`src/rtl/vga_pkg.sv`:
```
// Shared definitions for the VGA timing generator.
// Holds the default 640x480 @ 25 MHz timing set, the derived totals and
// active-area start points, a helper that centres a window in an active
// area, and the struct carried alongside the pixel pipeline.
package vga_pkg;

    // Sync levels and strobes carried through the first pipeline stage.
    typedef struct packed {
        logic hsync;
        logic vsync;
        logic line_start;
        logic frame_start;
    } sync_t;

    // Offset that centres a window of size win inside an area of size active.
    function automatic int centre_offset(input int active, input int win);
        return (active - win) / 2;
    endfunction

    function automatic int axis_total(input int sync, input int bp,
                                      input int active, input int fp);
        return sync + bp + active + fp;
    endfunction

    localparam int DEF_CLK_DIV  = 2;
    localparam int DEF_H_SYNC   = 96;
    localparam int DEF_H_BP     = 48;
    localparam int DEF_H_ACTIVE = 640;
    localparam int DEF_H_FP     = 16;
    localparam int DEF_V_SYNC   = 2;
    localparam int DEF_V_BP     = 29;
    localparam int DEF_V_ACTIVE = 480;
    localparam int DEF_V_FP     = 10;
    localparam int DEF_WIN_W    = 256;
    localparam int DEF_WIN_H    = 256;
    localparam int DEF_WIN_X0   = centre_offset(DEF_H_ACTIVE, DEF_WIN_W);
    localparam int DEF_WIN_Y0   = centre_offset(DEF_V_ACTIVE, DEF_WIN_H);

    localparam int DEF_H_TOT       = axis_total(DEF_H_SYNC, DEF_H_BP, DEF_H_ACTIVE, DEF_H_FP);
    localparam int DEF_V_TOT       = axis_total(DEF_V_SYNC, DEF_V_BP, DEF_V_ACTIVE, DEF_V_FP);
    localparam int DEF_H_ACT_START = DEF_H_SYNC + DEF_H_BP;
    localparam int DEF_V_ACT_START = DEF_V_SYNC + DEF_V_BP;

endpackage

```
`src/rtl/vga_axis_counter.sv`:
```
// Modulo counter for one raster axis.
// Ports: clock, reset (sync, active-high), en (advance), count (current
// position 0..MODULUS-1), wrap (count is at its last value; the next enabled
// clock returns it to 0).
module vga_axis_counter #(
    parameter int MODULUS = 800,
    parameter int W       = $clog2(MODULUS)
) (
    input  logic         clock,
    input  logic         reset,
    input  logic         en,
    output logic [W-1:0] count,
    output logic         wrap
);
    localparam logic [W-1:0] LAST = W'(MODULUS - 1);

    assign wrap = (count == LAST);

    always_ff @(posedge clock) begin
        if (reset)
            count <= '0;
        else if (en)
            count <= wrap ? '0 : count + W'(1);
    end
endmodule

```
`src/rtl/vga_timing_gen.sv`:
```
// Programmable VGA timing generator with a centred display window.
// A clock-enable divider produces one pixel tick every CLK_DIV clocks; h/v
// counters walk the raster on ticks. Stage 1 issues window-relative pixel
// coordinates to the frame source; stage 2 samples the returned colour one
// tick later, blanks it outside the window and emits it aligned with the
// delayed syncs and line/frame strobes.
// Ports: clock, reset (sync, active-high); i_r/i_g/i_b colour returned for
// the previous request; o_r/o_g/o_b blanked colour; o_hsync/o_vsync syncs
// (asserted level SYNC_POL); o_pix_tick pixel enable; o_win_x/o_win_y/
// o_win_valid window request; o_frame_start/o_line_start one-clock strobes.
module vga_timing_gen
    import vga_pkg::*;
#(
    parameter int CLK_DIV  = DEF_CLK_DIV,
    parameter int H_SYNC   = DEF_H_SYNC,
    parameter int H_BP     = DEF_H_BP,
    parameter int H_ACTIVE = DEF_H_ACTIVE,
    parameter int H_FP     = DEF_H_FP,
    parameter int V_SYNC   = DEF_V_SYNC,
    parameter int V_BP     = DEF_V_BP,
    parameter int V_ACTIVE = DEF_V_ACTIVE,
    parameter int V_FP     = DEF_V_FP,
    parameter int WIN_X0   = DEF_WIN_X0,
    parameter int WIN_W    = DEF_WIN_W,
    parameter int WIN_Y0   = DEF_WIN_Y0,
    parameter int WIN_H    = DEF_WIN_H,
    parameter int COLOR_W  = 1,
    parameter int COORD_W  = 8,
    parameter int SYNC_POL = 0
) (
    input  logic               clock,
    input  logic               reset,
    input  logic [COLOR_W-1:0] i_r,
    input  logic [COLOR_W-1:0] i_g,
    input  logic [COLOR_W-1:0] i_b,
    output logic [COLOR_W-1:0] o_r,
    output logic [COLOR_W-1:0] o_g,
    output logic [COLOR_W-1:0] o_b,
    output logic               o_hsync,
    output logic               o_vsync,
    output logic               o_pix_tick,
    output logic [COORD_W-1:0] o_win_x,
    output logic [COORD_W-1:0] o_win_y,
    output logic               o_win_valid,
    output logic               o_frame_start,
    output logic               o_line_start
);
    localparam int   H_TOT = axis_total(H_SYNC, H_BP, H_ACTIVE, H_FP);
    localparam int   V_TOT = axis_total(V_SYNC, V_BP, V_ACTIVE, V_FP);
    localparam int   HW    = $clog2(H_TOT);
    localparam int   VW    = $clog2(V_TOT);
    localparam int   DW    = (CLK_DIV > 1) ? $clog2(CLK_DIV) : 1;
    localparam logic POL   = (SYNC_POL != 0);

    // Bounds are one bit wider than the counters so an upper bound equal to
    // the axis total still fits.
    localparam logic [HW:0] HX_LO  = (HW+1)'(H_SYNC + H_BP + WIN_X0);
    localparam logic [HW:0] HX_HI  = (HW+1)'(H_SYNC + H_BP + WIN_X0 + WIN_W);
    localparam logic [HW:0] HS_END = (HW+1)'(H_SYNC);
    localparam logic [VW:0] VY_LO  = (VW+1)'(V_SYNC + V_BP + WIN_Y0);
    localparam logic [VW:0] VY_HI  = (VW+1)'(V_SYNC + V_BP + WIN_Y0 + WIN_H);
    localparam logic [VW:0] VS_END = (VW+1)'(V_SYNC);
    localparam logic [DW-1:0] DIV_LAST = DW'(CLK_DIV - 1);
    localparam sync_t SYNC_IDLE = '{hsync: !POL, vsync: !POL,
                                    line_start: 1'b0, frame_start: 1'b0};

    logic [DW-1:0] div_cnt;
    logic          pix_tick;
    logic [HW-1:0] h;
    logic [VW-1:0] v;
    logic          h_wrap, v_wrap, in_win;
    logic          frame_top;
    sync_t         s1;
    logic          hs2, vs2, line_q, frame_q;

    // Pixel-rate divider: the tick is registered so it is clean out of reset.
    always_ff @(posedge clock) begin
        if (reset) begin
            div_cnt  <= '0;
            pix_tick <= 1'b0;
        end else if (div_cnt == DIV_LAST) begin
            div_cnt  <= '0;
            pix_tick <= 1'b1;
        end else begin
            div_cnt  <= div_cnt + DW'(1);
            pix_tick <= 1'b0;
        end
    end

    vga_axis_counter #(.MODULUS(H_TOT), .W(HW)) u_h_cnt (
        .clock (clock),
        .reset (reset),
        .en    (pix_tick),
        .count (h),
        .wrap  (h_wrap)
    );

    vga_axis_counter #(.MODULUS(V_TOT), .W(VW)) u_v_cnt (
        .clock (clock),
        .reset (reset),
        .en    (pix_tick & h_wrap),
        .count (v),
        .wrap  (v_wrap)
    );

    assign in_win = ({1'b0, h} >= HX_LO) && ({1'b0, h} < HX_HI) &&
                    ({1'b0, v} >= VY_LO) && ({1'b0, v} < VY_HI);

    // Stage 1: coordinate request plus sync/strobe state for this position.
    // frame_top marks that the counters sit at (0,0): set by reset and by the
    // tick on which both axes wrap.
    always_ff @(posedge clock) begin
        if (reset) begin
            o_win_x     <= '0;
            o_win_y     <= '0;
            o_win_valid <= 1'b0;
            s1          <= SYNC_IDLE;
            frame_top   <= 1'b1;
        end else if (pix_tick) begin
            o_win_valid    <= in_win;
            o_win_x        <= in_win ? COORD_W'(h - HX_LO[HW-1:0]) : '0;
            o_win_y        <= in_win ? COORD_W'(v - VY_LO[VW-1:0]) : '0;
            s1.hsync       <= ({1'b0, h} < HS_END) ? POL : !POL;
            s1.vsync       <= ({1'b0, v} < VS_END) ? POL : !POL;
            s1.line_start  <= (h == '0);
            s1.frame_start <= frame_top;
            frame_top      <= h_wrap & v_wrap;
        end
    end

    // Stage 2: blank the returned colour and align syncs with it. Strobes are
    // high only in the clock right after the stage-2 update.
    always_ff @(posedge clock) begin
        if (reset) begin
            o_r     <= '0;
            o_g     <= '0;
            o_b     <= '0;
            hs2     <= !POL;
            vs2     <= !POL;
            line_q  <= 1'b0;
            frame_q <= 1'b0;
        end else begin
            line_q  <= pix_tick & s1.line_start;
            frame_q <= pix_tick & s1.frame_start;
            if (pix_tick) begin
                o_r <= o_win_valid ? i_r : '0;
                o_g <= o_win_valid ? i_g : '0;
                o_b <= o_win_valid ? i_b : '0;
                hs2 <= s1.hsync;
                vs2 <= s1.vsync;
            end
        end
    end

    assign o_pix_tick    = pix_tick;
    assign o_hsync       = hs2;
    assign o_vsync       = vs2;
    assign o_line_start  = line_q;
    assign o_frame_start = frame_q;
endmodule

```
`config.mk`:
```
export PLATFORM = sky130hd
export DESIGN_NAME = vga_timing_gen
export DESIGN_NICKNAME = d
export VERILOG_FILES = /design/src/rtl/vga_pkg.sv /design/src/rtl/vga_axis_counter.sv /design/src/rtl/vga_timing_gen.sv
export SDC_FILE = /design/constraint.sdc
export NUM_CORES = 1
export LEC_CHECK = 0
export BUFFER_PORTS_ARGS = -buffer_cell sky130_fd_sc_hd__buf_2
export CAP_MARGIN = 20
export CORE_AREA = 5 5 67 75
export DETAILED_ROUTE_END_ITERATION = 16
export DIE_AREA = 0 0 72 80
export GPL_ROUTABILITY_DRIVEN = 1
export GPL_TIMING_DRIVEN = 0
export PLACE_DENSITY = 0.8
export SLEW_MARGIN = 15
export SYNTH_ARGS = -nofsm -noshare
export SYNTH_HDL_FRONTEND = slang
export SYNTH_SLANG_ARGS = --single-unit
```
`constraint.sdc`:
```
create_clock -name clock -period 4.48 [get_ports clock]
set_clock_uncertainty 0.15 [all_clocks]
set_input_delay 0.224 -clock clock [delete_from_list [all_inputs] [get_ports clock]]
set_output_delay 0.224 -clock clock [all_outputs]
set_load 0.02 [all_outputs]
```
Word level (Yosys, flattened, before mapping)
Cells that the tools add are included.
{"block": "word_totals", "regBits": 51, "inputBits": 5, "output_inout_bits": 25, "wordCells": 51}
{"block": "classes", "n_addsub": 5, "order_cmp": 6, "n_eq_ne": 2, "mux": 10, "n_bitwise": 4, "n_reduce_logical": 5}
{"cell": "10-bit by 1-bit adder with 10-bit output (second input constant)", "n": 2}
{"cell": "10-bit equality test (second input constant)", "n": 2}
{"cell": "10-bit two-way mux", "n": 2}
{"cell": "8-bit two-way mux", "n": 2}
{"cell": "10-bit by 8-bit >= comparator with 1-bit output (second input constant)", "n": 1}
{"cell": "10-bit by 9-bit >= comparator with 1-bit output (second input constant)", "n": 1}
{"cell": "10-bit logical NOT", "n": 1}
{"cell": "10-bit less-than comparator (second input constant)", "n": 1}
{"cell": "10-bit by 2-bit less-than comparator with 1-bit output (second input constant)", "n": 1}
{"cell": "10-bit by 7-bit less-than comparator with 1-bit output (second input constant)", "n": 1}
{"cell": "10-bit by 9-bit less-than comparator with 1-bit output (second input constant)", "n": 1}
{"cell": "8-bit by 7-bit subtractor with 8-bit output (second input constant)", "n": 1}
{"cell": "8-bit subtractor (second input constant)", "n": 1}
{"cell": "1-bit two-way mux", "n": 6}
{"cell": "1-bit AND", "n": 4}
{"cell": "1-bit logical AND", "n": 3}
{"cell": "2-bit OR reduction", "n": 1}
{"cell": "1-bit adder (second input constant)", "n": 1}

Depth between registers and ports, before layout
{"block": "logic_depth", "ltp_word": 5, "depth_mapped": 7, "depth_no_buf": 6}

Modules after synthesis
Synthesis repeated with hierarchy kept, for this count alone.
{"block": "hier_totals", "hier_cells": 257, "hier_area_um2": 2372.3}
{"module": "vga_timing_gen", "instances": 1, "cells_per_inst": 150, "area_each_um2": 1393.8}
{"module": "vga_axis_counter at u_v_cnt", "instances": 1, "cells_per_inst": 56, "area_each_um2": 514.2}
{"module": "vga_axis_counter at u_h_cnt", "instances": 1, "cells_per_inst": 51, "area_each_um2": 464.2}

Worst setup path before layout
No wires, ideal clock.
{"block": "synth_path", "path_kind": "reg-to-reg", "startpoint": "register u_v_cnt.count[0]", "endpoint": "register o_win_y[5]", "arrival_ns": 1.700, "slack_ns": 2.547, "path_stages_with_launch": 7, "synth_period_minus_slack_ns": 1.933, "path_cell_list": "dfxtp_1 > ha_1 > a311o_2 > nand4b_1 > nand4_4 > buf_12 > o31ai_4"}
{"block": "synth_via", "elab_chain_cells": 4, "word_cells_on_any_way": 6}
{"item": "from (decl)", "line_no": "vga_axis_counter.sv:12", "text": "output logic [W-1:0] count,"}
{"item": "from (signal assigned)", "line_no": "vga_axis_counter.sv:23", "text": "count <= wrap ? '0 : count + W'(1);"}
{"item": "10-bit by 8-bit >= comparator with 1-bit output", "line_no": "vga_timing_gen.sv:107", "text": "({1'b0, v} >= VY_LO) && ({1'b0, v} < VY_HI);"}
{"item": "1-bit logical AND", "line_no": "vga_timing_gen.sv:106", "text": "assign in_win = ({1'b0, h} >= HX_LO) && ({1'b0, h} < HX_HI) &&"}
{"item": "1-bit logical AND", "line_no": "vga_timing_gen.sv:107"}
{"item": "8-bit two-way mux (*)", "line_no": "vga_timing_gen.sv:122", "text": "o_win_y <= in_win ? COORD_W'(v - VY_LO[VW-1:0]) : '0;"}
{"item": "to (signal assigned)", "line_no": "vga_timing_gen.sv:122"}
{"item": "to (decl)", "line_no": "vga_timing_gen.sv:43", "text": "output logic [COORD_W-1:0] o_win_y,"}
Mark *: on every way between the ends. The rest lies on a longest branch, timed or not.
A chain may end at the register's enable or synchronous reset.

Worst setup path in the final report
{"block": "layout_path", "startpoint": "register u_h_cnt.count[4]", "endpoint": "register o_win_y[5]"}
{"block": "layout_via", "elab_chain_cells": 5, "word_cells_on_any_way": 6}
{"item": "from (decl)", "line_no": "vga_axis_counter.sv:12"}
{"item": "from (signal assigned)", "line_no": "vga_axis_counter.sv:23"}
{"item": "10-bit by 9-bit >= comparator with 1-bit output / 10-bit less-than comparator (equally long branches)", "line_no": "vga_timing_gen.sv:106"}
{"item": "1-bit logical AND (*) (2 in series)", "line_no": "vga_timing_gen.sv:106"}
{"item": "1-bit logical AND (*)", "line_no": "vga_timing_gen.sv:107"}
{"item": "8-bit two-way mux (*)", "line_no": "vga_timing_gen.sv:122"}
Marked as above.

==> summary.md <==
| Metric | Value |
|---|---|
| Minimum clock period | 2.167 ns |
| DR vias | 1950 |
| Syn_nets | 273 |
| CTS root buffer | clkbuf_8 |
| RePlAce Congestion | 0.8177 |
| Clock network fraction of total power | 38.2% |
| Critical Path Start | u_h_cnt.count[4]$_SDFFE_PP0P_ |
| Startpoint Class | register |
| Worst skew pair latency | 0.30 ns |
| Sw power | 175.8 uW |
| Setup CP Type | reg2reg |
| Hold_buf cts | 0 |
| CP endpoint kind | register |
| Yosys warns | 0 |
| First-pass GRT wire length | 9059 um |
| Total placed cells including tap cells | 343 |
| Number of fill cells | 347 |
| Starting density of the core | 57.94% |
| Flop pwr share | 57.0% |
| Setup Buffers After CTS | 0 |
| Worst-path cell chain | inv_1 -> ha_1 -> nor2b_1 -> o31ai_1 -> nand4_4 -> buf_12 -> o31ai_4 |
| DRT iter0 DRCs | 144 |
| Largest cells by area after synthesis | dfxtp_1, nand2_1, xnor2_1, ha_1, o31ai_2 |
| Largest area contributor in the netlist | dfxtp_1 |
| PD cells | 296.0 nW/um2 |
| Commonest non-fill, non-tap cells in the layout | dfxtp_1, nand2_1, buf_2 |
| RR Endpoint | o_win_y[5]$_SDFFE_PP0P_ |
| Setup Viol. Count Final | 0 |
| Area of the multi-input gates | 1246 um2 |
| Slew headroom | 51.35% |
| Worst Path Max Fanout | 10 |
| Reg2Reg Depth | 7 |
| Clock-pin slew on the worst setup and hold paths | 0.09 ns |
| Remaining antenna violation count | 0 |
| RSZ-0062 raised after global routing | no |
| Core area | 4192 um2 |
| Final #Nets | 309 |
| Period utilisation layout | 48.36% |
| Drt drc | 0 |
| Die H | 80 um |
| Layout cells sized above 1 | 23.99% |
| P&R area growth vs syn | 13.14% |
| Vias in the first global route | 1959 |
| Share of the yosys chip area belonging to registers | 42.04% |
| Status | complete, no violations |
| Int Pwr | 637.5 uW |
| Worst-path cell with the longest stage delay | o31ai_1 |
| FF/Latch Area | 1021 um2 |
| Worst Tran Pin Value | 0.7271 ns |
| Final Max Slew Viols | 0 |
| Setup slack, reg-to-reg | 2.31 ns |
| Total GRT Usage | 20.14% |
| CTS tree | built |
| FMAX | 461.5 MHz |
| Largest net degree at the start of global routing | 16 |
| N_diodes | 0 |
| Reg-to-reg startpoint | u_h_cnt.count[4]$_SDFFE_PP0P_ |
| Initial antenna violation count | 0 |
| Leak | 0.001058 uW |
| Synth cell types | 49 |
| WP depth | 7 |
| CTS sink count | 51 |
| Post-route insts no fill | 350 |
| Max VDD drop | 0.0002009 V |
| Cell Area, Synth | 2429 um2 |
| Switching Fraction | 21.62% |
| Vias per std cell | 5.571 |
| Final Hold Fails | 0 |
| H-Tree Depth | 2 |
| Yosys reg bits | 51 |
| Critical Path End | o_win_y[5]$_SDFFE_PP0P_ |
| CP delay by family, top | compound AO/OA/AOI/OAI gates |
| DP HPWL | 3811 um |
| Buf/Inv on CP | 2 |
| Critical path required time | 4.56 ns |
| CTS Buf Count | 5 |
| IO buf count | 29 |
| IO Pins | 30 |
| Die width | 72 um |
| Die area | 5760 um2 |
| Comb power frac | 4.8% |
| Crit-path max cell delay | 0.49 ns |
| Setup total negative slack | 0 ns |
| WL final | 5224 um |
| WP data arrival | 2.25 ns |
| Max Buffers Root-to-Sink | 2 |
| Yosys top cell area share | 42.04% |
| CTS resizes | 0 |
| Row cnt | 25 |
| Commonest non-fill, non-tap cell in the layout | dfxtp_1 |
| Detailed-router iteration count before antenna repair | 4 |
| HP Class | in2reg |
| WL/cell | 14.93 um |
| Syn Inst Count | 260 |
| Synthesized area per cell | 9.341 um2 |
| Total gr overflow | 0 |
| Max Cap Violations | 0 |
state kept, by name (all words and copies together) (netlist names):
register	flops
o_b	1
s1	4
o_r	1
o_frame_start	1
o_pix_tick	1
o_win_valid	1
o_win_x	8
u_h_cnt.count	10
u_v_cnt.count	10
o_hsync	1
o_vsync	1
div_cnt	1
o_g	1
frame_top	1
o_line_start	1
o_win_y	8
layer usage:
layer / routed length [um] / GRT usage, % / up-vias
met5: 0 / 0 / -
met4: 135 / 8.459 / 0
met3: 189 / 3.904 / 14
met2: 2650 / 35.57 / 45
met1: 2249 / 23.50 / 923
li1: - / - / 968
kinds of logic (layout without fill, tap and decap cells):
group                    after synthesis  in the layout  share of synthesized area [%]
adder cells (fa/ha/maj)                8              8                          4.122
AO/OA/AOI/OAI                         46             46                          15.51
multiplexers                           3              3                          1.237
flip-flops                            51             51                          42.04
buffers and inverters                 29             65                          6.645
XOR/XNOR                              18             18                          6.491
AND/OR/NAND/NOR                      105            105                          23.96
cell usage after synthesis, drive strengths merged:
library cell,number
a211o,3
a21o,1
a21oi,11
a311o,2
a311oi,1
a31oi,3
and3,4
and4,3
and4bb,1
buf,10
clkbuf,7
dfxtp,51
ha,8
inv,12
mux2i,3
nand2,34
nand2b,2
nand3,10
nand4,5
nand4b,2
nor2,22
nor2b,4
nor3,5
nor3b,1
nor4,3
o21ai,7
o21bai,1
o31ai,17
or2,1
or3,8
xnor2,13
xor2,5
per-stage QoR:
| step | hold slack (ns) | instance area, um2 | util (%) | setup WS, ns | power (uW) |
|---|---|---|---|---|---|
| after floorplan | 0.2345 | 2429 | - | 2.547 | 501.2 |
| after CTS | 0.03131 | 2748 | 65.55 | 2.311 | 822.2 |
| final | 0.03671 | 2748 | 65.55 | 2.313 | 813.3 |
| after detailed placement | 0.2473 | 2641 | 63.01 | 2.327 | 513.6 |
| after global placement | 0.2414 | 2641 | 63.01 | 2.376 | 512.6 |
| after global routing | 0.04817 | 2748 | 65.55 | 2.212 | 842.1 |
how the worst min path moves through the flow:
stage | start | end | depth (start not counted) | slack [ns]
2_1_floorplan | div_cnt$_SDFF_PP0_ | div_cnt$_SDFF_PP0_ | 1 | 0.23
3_3_place_gp | div_cnt$_SDFF_PP0_ | div_cnt$_SDFF_PP0_ | 1 | 0.24
3_5_place_dp | div_cnt$_SDFF_PP0_ | div_cnt$_SDFF_PP0_ | 1 | 0.25
4_1_cts | i_r | o_r$_SDFFE_PP0P_ | 3 | 0.03
5_1_grt | i_b | o_b$_SDFFE_PP0P_ | 3 | 0.05
6_report | i_r | o_r$_SDFFE_PP0P_ | 3 | 0.04
tightest hold or removal path: cells and delay by family:
| kind | cells | cell delay [ns] |
|---|---|---|
| compound gates | 1 | 0.06 |
| simple gates | 1 | 0.07 |
| buf+inv | 1 | 0.09 |
power groups by stage:
stage / Clock (uW) / Combinational, uW / Sequential [uW]
2_1_floorplan: 0 / 25.4 / 476
3_3_place_gp: 0 / 38.4 / 474
3_5_place_dp: 0 / 39.0 / 475
4_1_cts: 319 / 39.2 / 464
5_1_grt: 333 / 43.8 / 465
6_report: 310 / 39.0 / 464
layout make-up:
cell class | count | share of cell area, %
inverter | 12 | 1.639
buffer | 17 | 4.235
timing repair buffer | 29 | 5.282
clock buffer | 5 | 2.505
multi-input combinational | 180 | 45.36
sequential | 51 | 37.16
clock inverter | 2 | 1.366
tap | 54 | 2.459
Power figures use the tool's default switching activity.
